**config.mk**
```make
export PLATFORM = sky130hd
export DESIGN_NAME = morse_char_assembler
export DESIGN_NICKNAME = d
export VERILOG_FILES = /design/src/rtl/morse_char_assembler_pkg.sv /design/src/rtl/morse_lut.sv /design/src/rtl/morse_char_assembler.sv
export SDC_FILE = /design/constraint.sdc
export NUM_CORES = 1
export LEC_CHECK = 0
export BUFFER_PORTS_ARGS = -buffer_cell sky130_fd_sc_hd__buf_2
export CAP_MARGIN = 5
export CORE_MARGIN = 4
export CORE_UTILIZATION = 64
export CTS_CLUSTER_DIAMETER = 100
export DETAILED_ROUTE_END_ITERATION = 10
export GPL_TIMING_DRIVEN = 0
export PLACE_DENSITY = 0.88
export SETUP_SLACK_MARGIN = 0.4
export SLEW_MARGIN = 20
export SYNTH_ARGS = -nofsm -noshare
export SYNTH_HDL_FRONTEND = slang
export SYNTH_SLANG_ARGS = --single-unit
```
**constraint.sdc**
```tcl
create_clock -name clk -period 5.55 [get_ports clk]
set_input_delay 0.2775 -clock clk [delete_from_list [all_inputs] [get_ports clk]]
set_output_delay 0.2775 -clock clk [all_outputs]
set_load 0.01 [all_outputs]
```
**src/rtl/morse_char_assembler_pkg.sv**
```systemverilog
// Shared types and constants for the Morse character assembler.
package morse_char_assembler_pkg;

  typedef enum logic [1:0] {ST_IDLE, ST_COLLECT, ST_LETTER} state_e;

  localparam logic [7:0]  ASC_SPACE    = 8'h20;
  localparam logic [7:0]  ASC_QMARK    = 8'h3F;
  localparam int unsigned LG_UNITS_DEF = 3;
  localparam int unsigned WG_UNITS_DEF = 7;
  localparam int unsigned LUT_SYM      = 5;

endpackage

```
**src/rtl/morse_lut.sv**
```systemverilog
// Combinational Morse lookup: (len, pattern) -> ASCII. First symbol sits at bit len-1, dash = 1.
module morse_lut
  import morse_char_assembler_pkg::*;
(
  input  logic [2:0]         len_i,
  input  logic [LUT_SYM-1:0] pattern_i,
  output logic               hit_o,
  output logic [7:0]         ascii_o
);

  logic [LUT_SYM-1:0] mask;
  logic [LUT_SYM-1:0] pat;

  always_comb begin
    mask    = (LUT_SYM'(1) << len_i) - LUT_SYM'(1);
    pat     = pattern_i & mask;
    hit_o   = 1'b1;
    ascii_o = ASC_QMARK;
    case ({len_i, pat})
      {3'd1, 5'b00000}: ascii_o = "E";
      {3'd1, 5'b00001}: ascii_o = "T";
      {3'd2, 5'b00000}: ascii_o = "I";
      {3'd2, 5'b00001}: ascii_o = "A";
      {3'd2, 5'b00010}: ascii_o = "N";
      {3'd2, 5'b00011}: ascii_o = "M";
      {3'd3, 5'b00000}: ascii_o = "S";
      {3'd3, 5'b00001}: ascii_o = "U";
      {3'd3, 5'b00010}: ascii_o = "R";
      {3'd3, 5'b00011}: ascii_o = "W";
      {3'd3, 5'b00100}: ascii_o = "D";
      {3'd3, 5'b00101}: ascii_o = "K";
      {3'd3, 5'b00110}: ascii_o = "G";
      {3'd3, 5'b00111}: ascii_o = "O";
      {3'd4, 5'b00000}: ascii_o = "H";
      {3'd4, 5'b00001}: ascii_o = "V";
      {3'd4, 5'b00010}: ascii_o = "F";
      {3'd4, 5'b00100}: ascii_o = "L";
      {3'd4, 5'b00110}: ascii_o = "P";
      {3'd4, 5'b00111}: ascii_o = "J";
      {3'd4, 5'b01000}: ascii_o = "B";
      {3'd4, 5'b01001}: ascii_o = "X";
      {3'd4, 5'b01010}: ascii_o = "C";
      {3'd4, 5'b01011}: ascii_o = "Y";
      {3'd4, 5'b01100}: ascii_o = "Z";
      {3'd4, 5'b01101}: ascii_o = "Q";
      {3'd5, 5'b11111}: ascii_o = "0";
      {3'd5, 5'b01111}: ascii_o = "1";
      {3'd5, 5'b00111}: ascii_o = "2";
      {3'd5, 5'b00011}: ascii_o = "3";
      {3'd5, 5'b00001}: ascii_o = "4";
      {3'd5, 5'b00000}: ascii_o = "5";
      {3'd5, 5'b10000}: ascii_o = "6";
      {3'd5, 5'b11000}: ascii_o = "7";
      {3'd5, 5'b11100}: ascii_o = "8";
      {3'd5, 5'b11110}: ascii_o = "9";
      default: begin
        hit_o   = 1'b0;
        ascii_o = ASC_QMARK;
      end
    endcase
  end

endmodule

```
**src/rtl/morse_char_assembler.sv**
```systemverilog
// Buffers dot/dash pulses, times the idle gap on b and emits a character on a letter gap
// or a space on a word gap.
module morse_char_assembler
  import morse_char_assembler_pkg::*;
#(
  parameter int unsigned TIME_UNIT = 9_999_999,
  parameter int unsigned LG_UNITS  = LG_UNITS_DEF,
  parameter int unsigned WG_UNITS  = WG_UNITS_DEF,
  parameter int unsigned MAX_SYM   = 5
) (
  input  logic       clk,
  input  logic       reset_n,
  input  logic       b,
  input  logic       dot,
  input  logic       dash,
  output logic [7:0] char_out,
  output logic       char_valid,
  output logic       lg,
  output logic       wg,
  output logic       err
);

  localparam int unsigned CntW  = $clog2(TIME_UNIT + 1);
  localparam int unsigned UnitW = $clog2(WG_UNITS + 1);

  state_e             state_q, state_d;
  logic [CntW-1:0]    cyc_q, cyc_d;
  logic [UnitW-1:0]   units_q, units_d;
  logic [MAX_SYM-1:0] pattern_q, pattern_d;
  logic [2:0]         len_q, len_d;
  logic               ovf_q, ovf_d;
  logic [7:0]         char_q, char_d;
  logic               cv_q, cv_d, lg_q, lg_d, wg_q, wg_d, err_q, err_d;

  logic clr, sym, tick, lg_hit, wg_hit, emit_lg, emit_wg;
  logic lut_hit;
  logic [7:0] lut_ascii;

  // Both pulses together count as activity (clearing the gap) but carry no symbol.
  assign clr     = b | dot | dash;
  assign sym     = dot ^ dash;
  assign tick    = !clr && (cyc_q == CntW'(TIME_UNIT));
  assign lg_hit  = tick && (units_q == UnitW'(LG_UNITS - 1));
  assign wg_hit  = tick && (units_q == UnitW'(WG_UNITS - 1));
  assign emit_lg = (state_q == ST_COLLECT) && lg_hit;
  assign emit_wg = (state_q == ST_LETTER) && wg_hit;

  morse_lut u_lut (
    .len_i     (len_q),
    .pattern_i (LUT_SYM'(pattern_q)),
    .hit_o     (lut_hit),
    .ascii_o   (lut_ascii)
  );

  always_ff @(posedge clk or negedge reset_n) begin
    if (!reset_n) state_q <= ST_IDLE;
    else          state_q <= state_d;
  end

  always_comb begin
    state_d = state_q;
    unique case (state_q)
      ST_IDLE:    if (sym) state_d = ST_COLLECT;
      ST_COLLECT: if (lg_hit) state_d = ST_LETTER;
      ST_LETTER: begin
        if (sym)         state_d = ST_COLLECT;
        else if (wg_hit) state_d = ST_IDLE;
      end
      default:    state_d = ST_IDLE;
    endcase
  end

  always_comb begin
    cyc_d     = (clr || tick) ? '0 : cyc_q + 1'b1;
    units_d   = units_q;
    if (clr) units_d = '0;
    else if (tick && (units_q != UnitW'(WG_UNITS))) units_d = units_q + 1'b1;
    pattern_d = pattern_q;
    len_d     = len_q;
    ovf_d     = ovf_q;
    if (emit_lg) begin
      pattern_d = '0;
      len_d     = '0;
      ovf_d     = 1'b0;
    end else if (sym) begin
      if (len_q == 3'(MAX_SYM)) begin
        ovf_d = 1'b1;
      end else begin
        pattern_d = {pattern_q[MAX_SYM-2:0], dash};
        len_d     = len_q + 3'd1;
      end
    end
  end

  always_comb begin
    cv_d   = emit_lg | emit_wg;
    lg_d   = emit_lg;
    wg_d   = emit_wg;
    err_d  = emit_lg && (ovf_q || !lut_hit);
    char_d = char_q;
    if (emit_lg)      char_d = err_d ? ASC_QMARK : lut_ascii;
    else if (emit_wg) char_d = ASC_SPACE;
  end

  always_ff @(posedge clk or negedge reset_n) begin
    if (!reset_n) begin
      cyc_q     <= '0;
      units_q   <= '0;
      pattern_q <= '0;
      len_q     <= '0;
      ovf_q     <= 1'b0;
      char_q    <= 8'h00;
      cv_q      <= 1'b0;
      lg_q      <= 1'b0;
      wg_q      <= 1'b0;
      err_q     <= 1'b0;
    end else begin
      cyc_q     <= cyc_d;
      units_q   <= units_d;
      pattern_q <= pattern_d;
      len_q     <= len_d;
      ovf_q     <= ovf_d;
      char_q    <= char_d;
      cv_q      <= cv_d;
      lg_q      <= lg_d;
      wg_q      <= wg_d;
      err_q     <= err_d;
    end
  end

  assign char_out   = char_q;
  assign char_valid = cv_q;
  assign lg         = lg_q;
  assign wg         = wg_q;
  assign err        = err_q;

endmodule

```
; ---- Word level (Yosys, flattened, before mapping)
; Index checks and enable logic that the tools add are counted.
[word_totals]
ff_bits = 50
latchBits = 0
ramBits = 0
rom_bits = 0
wordCells = 110
n_memories = 0
[op_classes]
add_sub_neg = 4
n_mul = 0
n_div = 0
order_cmp = 0
eq_ne = 47
shift = 1
n_mux = 22
bitwise = 5
n_reduce_logical = 20
[ops]
columns = op, count
row1 = 7-bit one-hot mux with 36 select lines, 1
row2 = "8-bit equality test, second input constant", 22
row3 = "8-bit by 7-bit equality test with 1-bit output, second input constant", 12
row4 = 36-bit OR reduction, 1
row5 = "24-bit by 1-bit adder with 24-bit output, second input constant", 1
row6 = "24-bit equality test, second input constant", 1
row7 = 24-bit two-way mux, 1
row8 = 8-bit two-way mux, 3
row9 = "8-bit by 6-bit equality test with 1-bit output, second input constant", 2
row10 = 3-bit two-way mux, 5
row11 = 5-bit two-way mux, 3
row12 = 2-bit two-way mux, 4
row13 = 2-bit nonzero test, 4
row14 = 1-bit logical AND, 7
row15 = "3-bit by 1-bit adder with 3-bit output, second input constant", 2
row16 = "3-bit equality test, second input constant", 2
row17 = "2-bit != test, second input constant", 3
row18 = "3-bit != test, second input constant", 2
row19 = 2-bit one-hot mux with 3 select lines, 1
row20 = 5-bit bitwise AND, 1
row21 = "1-bit by 3-bit << shifter with 5-bit output, first input constant", 1
row22 = "5-bit by 2-bit subtractor with 5-bit output, second input constant", 1
row23 = 1-bit two-way mux, 4
row24 = 2-bit AND reduction, 2
row25 = other kinds (9), 13

; ---- Logic depth before layout (Yosys ltp)
; Gate-level depths: netlist of the first run.
[depth]
word_depth = 11
ltp_mapped = 9

; ---- Hierarchy
; Synthesis of the first run repeated with hierarchy kept, for this count alone.
[unflattened]
cells_unflattened = 364
hier_area_um2 = 3199.3
[by_module_without_submodules]
columns = module, instances, cells_each, area_per_inst_um2, seq_area_each_um2
row1 = morse_char_assembler, 1, 251, 2453.6, 1251.2
row2 = morse_lut, 1, 113, 745.7, 0.0

; ---- Worst setup path after synthesis of the first run
; Ideal clock, no wire load.
[synth_timing]
kind = register to register
from = reg len_q[0]
to = reg char_q[5], in the netlist char_out[5]
arrival_ns = 2.233
t_required_ns = 5.431
slack_ns = 3.198
stages_incl_launch_ff = 10
path_buffers = 1
cell_sequence = dfrtp_1 buf_2 inv_1 ha_1 nor2b_1 or4_1 o311ai_2 a211oi_2 a211o_1 o21a_1
[synth_via]
elab_chain_cells = 11
elab_cells_between_ends = 47
[synth_lines]
columns = element, line
row1 = "start, declared", morse_char_assembler.sv:30  ; logic [2:0] len_q, len_d;
row2 = "start signal, assigned", morse_char_assembler.sv:121  ; len_q <= len_d;
row3 = 1-bit by 3-bit << shifter with 5-bit output, morse_lut.sv:15  ; mask = (LUT_SYM'(1) << len_i) - LUT_SYM'(1);
row4 = 5-bit by 2-bit subtractor with 5-bit output, morse_lut.sv:15
row5 = 5-bit bitwise AND, morse_lut.sv:16  ; pat = pattern_i & mask;
row6 = 8-bit by 6-bit equality test with 1-bit output (tied with other cells), morse_lut.sv:19  ; case ({len_i, pat})
row7 = 36-bit OR reduction (no source line), -
row8 = 1-bit two-way mux, morse_lut.sv:19
row9 = 1-bit logical NOT, morse_char_assembler.sv:99  ; err_d = emit_lg && (ovf_q || !lut_hit);
row10 = 1-bit logical OR, morse_char_assembler.sv:99
row11 = 1-bit logical AND, morse_char_assembler.sv:99
row12 = 8-bit two-way mux * (2 in series), morse_char_assembler.sv:101  ; if (emit_lg) char_d = err_d ? ASC_QMARK : lut_ascii;
row13 = "end signal, assigned", morse_char_assembler.sv:123  ; char_q <= char_d;
row14 = "end, declared", morse_char_assembler.sv:32  ; logic [7:0] char_q, char_d;
; Every way passes the cells marked *; elsewhere a longest branch is shown, timed or not.
; A chain may end at the register's enable or synchronous reset.

; ---- Final worst setup path of the first run
[layout_timing]
from = reg len_q[0]
to = reg char_q[1], in the netlist char_out[1]
; Same word-level chain as after synthesis.

==> results of run 1 <==
how the worst max path moves through the flow:
stage | endpoint | start | slack, ns
finish | char_out[1] | len_q[0] | 2.32
global route | char_out[1] | len_q[0] | 2.34
CTS | char_out[1] | len_q[0] | 2.52
detailed placement | char_out[1] | len_q[0] | 2.57
global placement | char_out[1] | len_q[0] | 2.54
floorplan | char_out[5] | len_q[0] | 3.20
registers in the layout, indices dropped and copies added (netlist names):
name and cells:
state_q 2, cyc_q 24, wg 1, pattern_q 5, char_valid 1, char_out 7, lg 1, ovf_q 1
units_q 3, len_q 3, err 1
cells by family after synthesis:
group,count (synthesis)
compound gates,75
xor+xnor,21
fa+ha+maj,10
buf+inv,28
flops,49
mux,9
other cells,1
simple gates,181
power by group:
part	total, µW	switching [µW]	internal, µW
clock network	279	129	150
logic	736	487	250
registers	422	36.8	385
total	1440	652	785
Yosys cell counts, types with 3 or more instances:
library cell / number
dfrtp_1: 49
nor2_1: 46
nand2_1: 30
a21oi_1: 22
nand3_1: 18
inv_1: 13
nor3_1: 13
o21ai_0: 11
xnor2_1: 11
xor2_1: 10
a31oi_1: 9
ha_1: 9
mux2i_1: 9
nor2b_1: 8
or3_1: 8
nand2b_1: 7
and3_1: 6
clkbuf_1: 6
nand4_1: 6
buf_2: 5
nand3b_1: 5
a2111oi_0: 4
buf_4: 4
a2bb2oi_1: 3
and2_1: 3
nand4bb_1: 3
or4_1: 3
through the flow:
step / setup WS (ns) / util / total power [µW]
floorplan: 3.20 / - / 951
finish: 2.32 / 0.741 / 1440
detailed placement: 2.57 / 0.715 / 1120
global route: 2.34 / 0.741 / 1510
global placement: 2.54 / 0.715 / 1130
CTS: 2.52 / 0.741 / 1400
final cells by class:
class	count	area, µm²
Fill cell	368	1260
Clock buffer	6	82.6
Sequential cell	49	1230
Multi-Input combinational cell	297	1980
Inverter	13	48.8
Tap cell	67	83.8
Buffer	15	77.6
Timing Repair Buffer	15	77.6
Clock inverter	2	41.3
worst max-delay path, cell delays in order, from the launching register on:
cell and delay (ns):
dfrtp_1 0.42, buf_2 0.19, inv_1 0.27, ha_1 0.38, nor3_1 0.12, o21ai_1 0.28, nand2_1 0.26, mux2i_1 0.17
a2111oi_0 0.79, a31oi_1 0.19
per-layer routing:
layer | vias to the layer above | GRT usage | wire length [µm]
li1 | 1400 | - | -
met1 | 1484 | 0.436 | 3830
met2 | 181 | 0.407 | 3710
met3 | 32 | 0.0594 | 711
met4 | 0 | 0.0760 | 195
met5 | - | 0 | 0
==> impl_metrics.toml, run 1 <==
[status]
outcome = "finished, violations left"
violations = "hold timing"

[detailed_routing]
drt_iter0_drc = 404
postRouteAntennaNets = 0
viasPerCell = 6.67
vias = 3097
drt_wl_total_um = 8450
dr.pass1.iters = 6
wl_per_cell_um = 18.2
drc = 0

[clock_network]
h-tree-depth = 2
cts_setup_buffers = 0
cts_hold_buf = 0
clk_latency_ns = 0.31
cts_root_buf = "clkbuf_8"
cts_resized = 0
cts_buffers = 5
clockBufferDepth = 2
tritoncts = "done"
clock-sinks = 49
cts.reportedPaths.clkPinSlew_ns = 0.10

[timing]
fmax_mhz = 310
worst_pin_slew_ns = 0.874
whs_ns = -0.0396
slew_headroom = 0.402
period_share = 0.582
fin_worst_skew_ns = 0.0121
final.setup.tns_ns = 0
min_period_ns = 3.23
hold_viol = 49
rsz0062_at_grt = "false"
setup_viol = 0
maxSlewViolCount = 0

[floorplanning]
die-area_um2 = 6420
ios = 17
die_h_um = 80.2
rows = 25
initial_utilization = 0.683
coreArea_um2 = 4880
die_w_um = 80.2

[global_routing]
overflow = 0
antenna_found_initial = 0
grt_pass1_wl_um = 14400
grt_usage = 0.285
grt_pass1_vias = 2830
grt_start_max_net_pins = 50

[min_path]
hold_path_class = "primary input to async pin"

[synthesis]
synth-compound-area-share = 0.165
synth_nets = 388
synth-xor-area-share = 0.0552
ys_ff_latch = 49
synthDominantAreaCellType = "dfrtp_1"
syn_inst = 374
ys_types = 71
synth_top_family_by_area = "simple AND/OR/NAND/NOR gates"
muxShareOfSynthArea = 0.0270
async_flop_share = 1.00
synth-simple-area-share = 0.309
synth.area.top_cells = "dfrtp_1, nor2_1, ha_1"
avgSynthCellArea_um2 = 8.91
synth.yosys.seq_area_share = 0.368
yosys_warnings = 0
netlist_area_um2 = 3330
yosys.area_share.adder = 0.0368
ys.flop_type = "dfrtp_1"
synth_edf_count = 0
synth_top_area_frac = 0.368

[finish]
n_antenna_cell = 0
syn_to_final_growth_pct = 8.56
nets = 410
design_area_um2 = 3620
final_common_cell = "dfrtp_1"
mostFrequentLayoutCells = "dfrtp_1, nor2_1, nand2_1"
stdcell_count = 464
drive_gt1_frac = 0.121

[setup_path]
timing.rr.end = "char_out[1]"
worstSetupPathType = "flip-flop to flip-flop"
crit-reg2reg-launch = "len_q[0]"
worst-path-max-fanout = 9
reg2reg_slack_ns = 2.32
start_kind = "flip-flop"
crit_path_end_kind = "flip-flop"
worstPathRequired_ns = 5.70
arrival_ns = 3.38
reg2reg_depth = 9

[power]
p_leak_uw = 0.00155
irDropWorstVdd_v = 0.000228
p_per_area_nw_per_um2 = 397

[placed_design]
dp.cells = 456
port_buffers = 15
postPlaceCellArea_um2 = 3490
hpwlAfterDp_um = 6160
routabilityCongestion = 0.969

[run]
maxCapViolCount = 0
Note: power is estimated with default switching activity, not from simulation.
==> inputs of run 2 (changes only) <==
Settings changed: ABC_AREA set to 1, CORE_UTILIZATION 64 to 61, PLACE_DENSITY 0.88 to 0.85.
Clock period 5.55 ns to 3.2 ns, I/O delays scaled along.
==> run 2 against run 1 <==
The run now ends clean. Sequential power is 73% higher. Non-clock buffer count is 7 lower. Total power is 49% higher. Clock power is 38% higher. Fmax is 26% higher. Register-to-register slack worse by 1.7 ns. Sequential share of layout area is 1.3 points higher. Critical path depth is 4 higher. Clock skew is 0.0015 ns higher. Worst setup slack worse by 1.7 ns. Largest power group unchanged.
==> impl_metrics.toml, run 2 <==
[setup_path]
slowest_delay_ns = 0.48
timing.rr.end = "char_out[0]"
start_kind = "flip-flop"
reg2reg_slack_ns = 0.64
path_cells = "inv_2 > ha_1 > o21ai_0 > nand3_1 > nand3_2 > buf_2 > nand2_1 > o21ai_1 > nor2_1 > nand3_2 > nand2_2 > nand2_2 > nand3_1"
worst-path-max-fanout = 10
reg2reg_depth = 13
crit-reg2reg-launch = "len_q[1]"
arrival_ns = 2.74
slowest_stage = "dfrtp_1"
worstSetupPathType = "flip-flop to flip-flop"
worstPathRequired_ns = 3.38
crit_path_end_kind = "flip-flop"

[clock_network]
clockBufferDepth = 2
tritoncts = "done"
h-tree-depth = 2
cts_buffers = 5
clk_latency_ns = 0.30
clock-sinks = 49
cts.reportedPaths.clkPinSlew_ns = 0.10
cts_root_buf = "clkbuf_8"

[timing]
min_period_ns = 2.56
worst_pin_slew_ns = 0.620
fin_worst_skew_ns = 0.0136
rsz0062_at_grt = "false"
hold_viol = 0
fmax_mhz = 390
slew_headroom = 0.587
maxSlewViolCount = 0
period_share = 0.801
final.setup.tns_ns = 0
setup_viol = 0

[floorplanning]
initial_utilization = 0.625
die-area_um2 = 6460
die_w_um = 80.4
coreArea_um2 = 5110
die_h_um = 80.4
ios = 17
rows = 26

[power]
p_switching_uw = 985
p_comb_frac = 0.481
seq_power_share = 0.340
power.internal_uw = 1160
irDropWorstVdd_v = 0.000404
p_leak_uw = 0.00181
p_per_area_nw_per_um2 = 616
p_clk_frac = 0.179
sw_frac_of_total = 0.459

[detailed_routing]
postRouteAntennaNets = 0
drc = 0
dr.pass1.iters = 4
drt_iter0_drc = 289
viasPerCell = 5.54
wl_per_cell_um = 13.4
drt_wl_total_um = 7660
vias = 3164

[status]
outcome = "finished clean"

[synthesis]
synth.area.top_cells = "dfrtp_1, nand2_1, inv_1"
synth_edf_count = 0
synthMostInstantiatedCell = "nand2_1"
netlist_area_um2 = 3190
synth_nets = 490
synth_top_area_frac = 0.384
synthDominantAreaCellType = "dfrtp_1"
ys_ff_latch = 49
synthTopCellsByCount = "nand2_1, inv_1, nor2_1"
avgSynthCellArea_um2 = 6.71
synth.yosys.seq_area_share = 0.384
syn_inst = 476
ys_types = 29
ys.flop_type = "dfrtp_1"
yosys_warnings = 0
async_flop_share = 1.00

[global_routing]
grt_pass1_vias = 3140
antenna_found_initial = 0
overflow = 0
grt_pass1_wl_um = 13400
grt_start_max_net_pins = 50
grt_usage = 0.261

[finish]
drive_gt1_frac = 0.0918
design_area_um2 = 3480
final_common_cell = "nand2_1"
nets = 514
stdcell_count = 571
n_antenna_cell = 0
syn_to_final_growth_pct = 9.09
final_util = 0.682
mostFrequentLayoutCells = "nand2_1, inv_1, nor2_1"
regMostFlops = "cyc_q"
largest_reg_flops = 24

[placed_design]
dp.cells = 561
postPlaceCellArea_um2 = 3360
port_buffers = 15
hpwlAfterDp_um = 5880
routabilityCongestion = 0.976

[min_path]
min_from = "dash"
hold-path-endpoint = "pattern_q[0]"
hold_path_depth = 5
hold_path_class = "primary input to flip-flop"

[run]
maxCapViolCount = 0
==> run 2: final cells by class <==
cell class	count	area, µm²
fill	473	1620
clock inverter	2	13.8
timing repair buffer	17	95.1
clock buffer	6	82.6
tap	70	87.6
sequential	49	1230
inverter	80	300
buffer	6	42.5
multi-input combinational	341	1640
==> run 2: power by group through the flow <==
| stage | clock network [µW] | registers (µW) | logic (µW) |
|---|---|---|---|
| global placement | 0 | 736 | 971 |
| finish | 384 | 730 | 1030 |
| detailed placement | 0 | 738 | 990 |
| CTS | 391 | 726 | 999 |
| floorplan | 0 | 721 | 773 |
| global route | 417 | 736 | 1170 |
==> run 2: cell families (layout without fill, tap and decap cells) <==
group                      after synthesis  after routing  synth area share
buffers and inverters                   86            111             0.107
adders and majority gates                9              9            0.0353
DFF                                     49             49             0.384
and+or+nand+nor                        284            284             0.393
other                                    1              1           0.00117
AOI/OAI and AO/OA                       46             46            0.0764
xor gates and xnor gates                 1              1           0.00274
==> run 2: how the worst max path moves through the flow <==
stage          startpoint          end  slack [ns]  cells past startpoint
2_1_floorplan    len_q[0]  char_out[0]        1.02                     13
3_3_place_gp     len_q[0]  char_out[0]        0.47                     13
6_report         len_q[1]  char_out[0]        0.64                     13
5_1_grt          len_q[0]  char_out[1]        0.41                     15
3_5_place_dp     len_q[0]  char_out[1]        0.48                     13
4_1_cts          len_q[0]  char_out[0]        0.44                     13
==> run 2: worst max-delay path: cells and delay by family, from the launching register on <==
family	cells	cell delay, ns
AOI/OAI and AO/OA	2	0.48
adders and majority gates	1	0.25
buffers and inverters	2	0.33
DFF	1	0.48
and+or+nand+nor	8	0.87
==> run 2: layer usage <==
layer / part of all wire / global-route usage / up-vias
met1: 0.44 / 0.319 / 1480
met2: 0.50 / 0.453 / 75
met5: 0 / 0 / -
met3: 0.036 / 0.0404 / 22
li1: - / - / 1587
met4: 0.023 / 0.113 / 0
==> run 2: what timing repair did <==
item	CTS	global route
hold buffers	0	1
buffers inserted	0	1
resized for setup	0	3
setup endpoints to repair	0	6
endpoints found under the hold margin	0	49
==> run 2: through the flow <==
stage                     power [µW]  setup WS (ns)  hold slack (ns)
after floorplan                 1490           1.02           -0.136
after global placement          1710          0.469            0.406
after detailed placement        1730          0.478            0.419
after CTS                       2120          0.443           0.0817
after global routing            2330          0.405            0.176
final                           2150          0.635            0.174
==> inputs of run 3 (changes only) <==
Clock period 3.2 ns to 2.7 ns, I/O delays scaled along.
==> run 3 against run 2 <==
Critical path depth increased by 2. Sequential power up 20%. Via count rose by 9.1%. Fmax up 7.0%. Clock skew grew 0.0040 ns. First-iteration DRC count rose by 8.0%. Total power rose by 57%. Clock power increased by 19%. Non-clock buffer count is 26 higher. Worst setup slack worse by 0.33 ns. Sequential cell count unchanged. Count of clock-buffer cells in the layout is the same. Critical path type unchanged. Critical endpoint is now char_out[3]. Largest cell class unchanged.
==> impl_metrics.toml, run 3 (synthesized netlist as in run 2, its figures left out) <==
[finish]
regMostFlops = "cyc_q"
drive_gt1_frac = 0.271
final_util = 0.804
largest_reg_flops = 24
final_common_cell = "nand2_1"
nets = 540
n_antenna_cell = 0
mostFrequentLayoutCells = "nand2_1, inv_1, nor2_1"
syn_to_final_growth_pct = 28.6

[clock_network]
clockBufferDepth = 2
clock-sinks = 49
tritoncts = "done"
h-tree-depth = 2
clk_latency_ns = 0.31
cts_root_buf = "clkbuf_8"
cts.reportedPaths.clkPinSlew_ns = 0.10
cts_buffers = 5

[timing]
whs_ns = 0.143
rsz0062_at_grt = "true"
worst_pin_slew_ns = 0.627
fmax_mhz = 417
slew_headroom = 0.582
hold_viol = 0
setup_viol = 0
maxSlewViolCount = 0
min_period_ns = 2.40
fin_worst_skew_ns = 0.0176
period_share = 0.888
final.setup.tns_ns = 0

[setup_path]
timing.rr.end = "char_out[3]"
worst-path-max-fanout = 6
crit-reg2reg-launch = "len_q[0]"
reg2reg_slack_ns = 0.30
crit_path_end_kind = "flip-flop"
worstSetupPathType = "flip-flop to flip-flop"
worstPathRequired_ns = 2.93
start_kind = "flip-flop"
reg2reg_depth = 15
arrival_ns = 2.63

[status]
outcome = "finished clean"

[global_routing]
grt_pass1_wl_um = 13800
grt_start_max_net_pins = 50
overflow = 0
grt_pass1_vias = 3215
grt_usage = 0.270
antenna_found_initial = 0

[placed_design]
hpwlAfterDp_um = 5880
routabilityCongestion = 0.976
port_buffers = 15

[floorplanning]
ios = 17
coreArea_um2 = 5110
die_w_um = 80.4
initial_utilization = 0.625
die-area_um2 = 6460
rows = 26
die_h_um = 80.4

[detailed_routing]
drt_wl_total_um = 9210
drc = 0
wl_per_cell_um = 15.4
viasPerCell = 5.78
drt_iter0_drc = 312
dr.pass1.iters = 5
vias = 3452
postRouteAntennaNets = 0

[power]
seq_power_share = 0.260
irDropWorstVdd_v = 0.000498
power.internal_uw = 1760
p_switching_uw = 1610
p_leak_uw = 0.00202
p_clk_frac = 0.135
sw_frac_of_total = 0.477
p_comb_frac = 0.605
p_per_area_nw_per_um2 = 821

[run]
maxCapViolCount = 0

[min_path]
hold_path_depth = 5
hold-path-endpoint = "pattern_q[0]"
min_from = "dash"
hold_path_class = "primary input to flip-flop"
## run 3: power by group through the flow
stage	Combinational (µW)	Clock (µW)	Sequential (µW)
floorplan	916	0	855
global placement	1150	0	873
detailed placement	1170	0	875
CTS	1330	463	863
global route	2200	492	882
finish	2040	456	876
## run 3: repair_timing
action | CTS | global route
hold endpoints to repair | 0 | 49
cloned | 1 | 2
hold buffers | 0 | 1
buffers inserted | 4 | 20
setup endpoints to repair | 27 | 37
pin swaps | 6 | 38
gates resized for setup | 22 | 93
## run 3: worst max-delay path by stage
stage	end	cells past startpoint	startpoint
floorplan	char_out[0]	13	len_q[0]
global placement	char_out[0]	13	len_q[0]
detailed placement	char_out[1]	13	len_q[0]
CTS	char_out[0]	15	len_q[0]
global route	char_out[0]	16	len_q[0]
finish	char_out[3]	15	len_q[0]
## run 3: stage by stage
| step | total power, µW | std cells | cell area (µm²) | worst slack, ns |
|---|---|---|---|---|
| 6_report | 3370 | 597 | 4110 | 0.304 |
| 5_1_grt | 3570 | 597 | 4110 | 0.229 |
| 4_1_cts | 2650 | 574 | 3570 | 0.400 |
| 3_5_place_dp | 2050 | 561 | 3360 | -0.0224 |
| 3_3_place_gp | 2020 | 561 | 3360 | -0.0314 |
| 2_1_floorplan | 1770 | 476 | 3190 | 0.522 |
## run 3: worst max-delay path, stage by stage (launching register included)
cell and delay (ns):
dfrtp_2 0.46, inv_4 0.11, ha_4 0.16, nor2_1 0.05, nor2_1 0.18, nand2_2 0.21, buf_6 0.20, nand3_2 0.09
nand2_2 0.07, nor2_2 0.16, nand2_2 0.09, nor2_4 0.13, nand3_4 0.12, nand2_2 0.11, nand2_4 0.07, nand3_1 0.08
## run 3: cell type report
| cell class | count | area (µm²) |
|---|---|---|
| plain buffers | 6 | 51.3 |
| multi-input cells | 341 | 2010 |
| fillers | 354 | 1000 |
| well taps | 70 | 87.6 |
| flip-flops and latches | 49 | 1230 |
| clock inverters | 2 | 13.8 |
| repair buffers | 43 | 322 |
| inverters | 80 | 313 |
| clock buffers | 6 | 82.6 |
## run 3: routing by layer
layer	global-route usage	up-vias	share of wire
met3	0.0482	50	0.062
li1	-	1642	-
met1	0.318	1611	0.39
met4	0.123	0	0.042
met5	0	-	0
met2	0.475	149	0.51
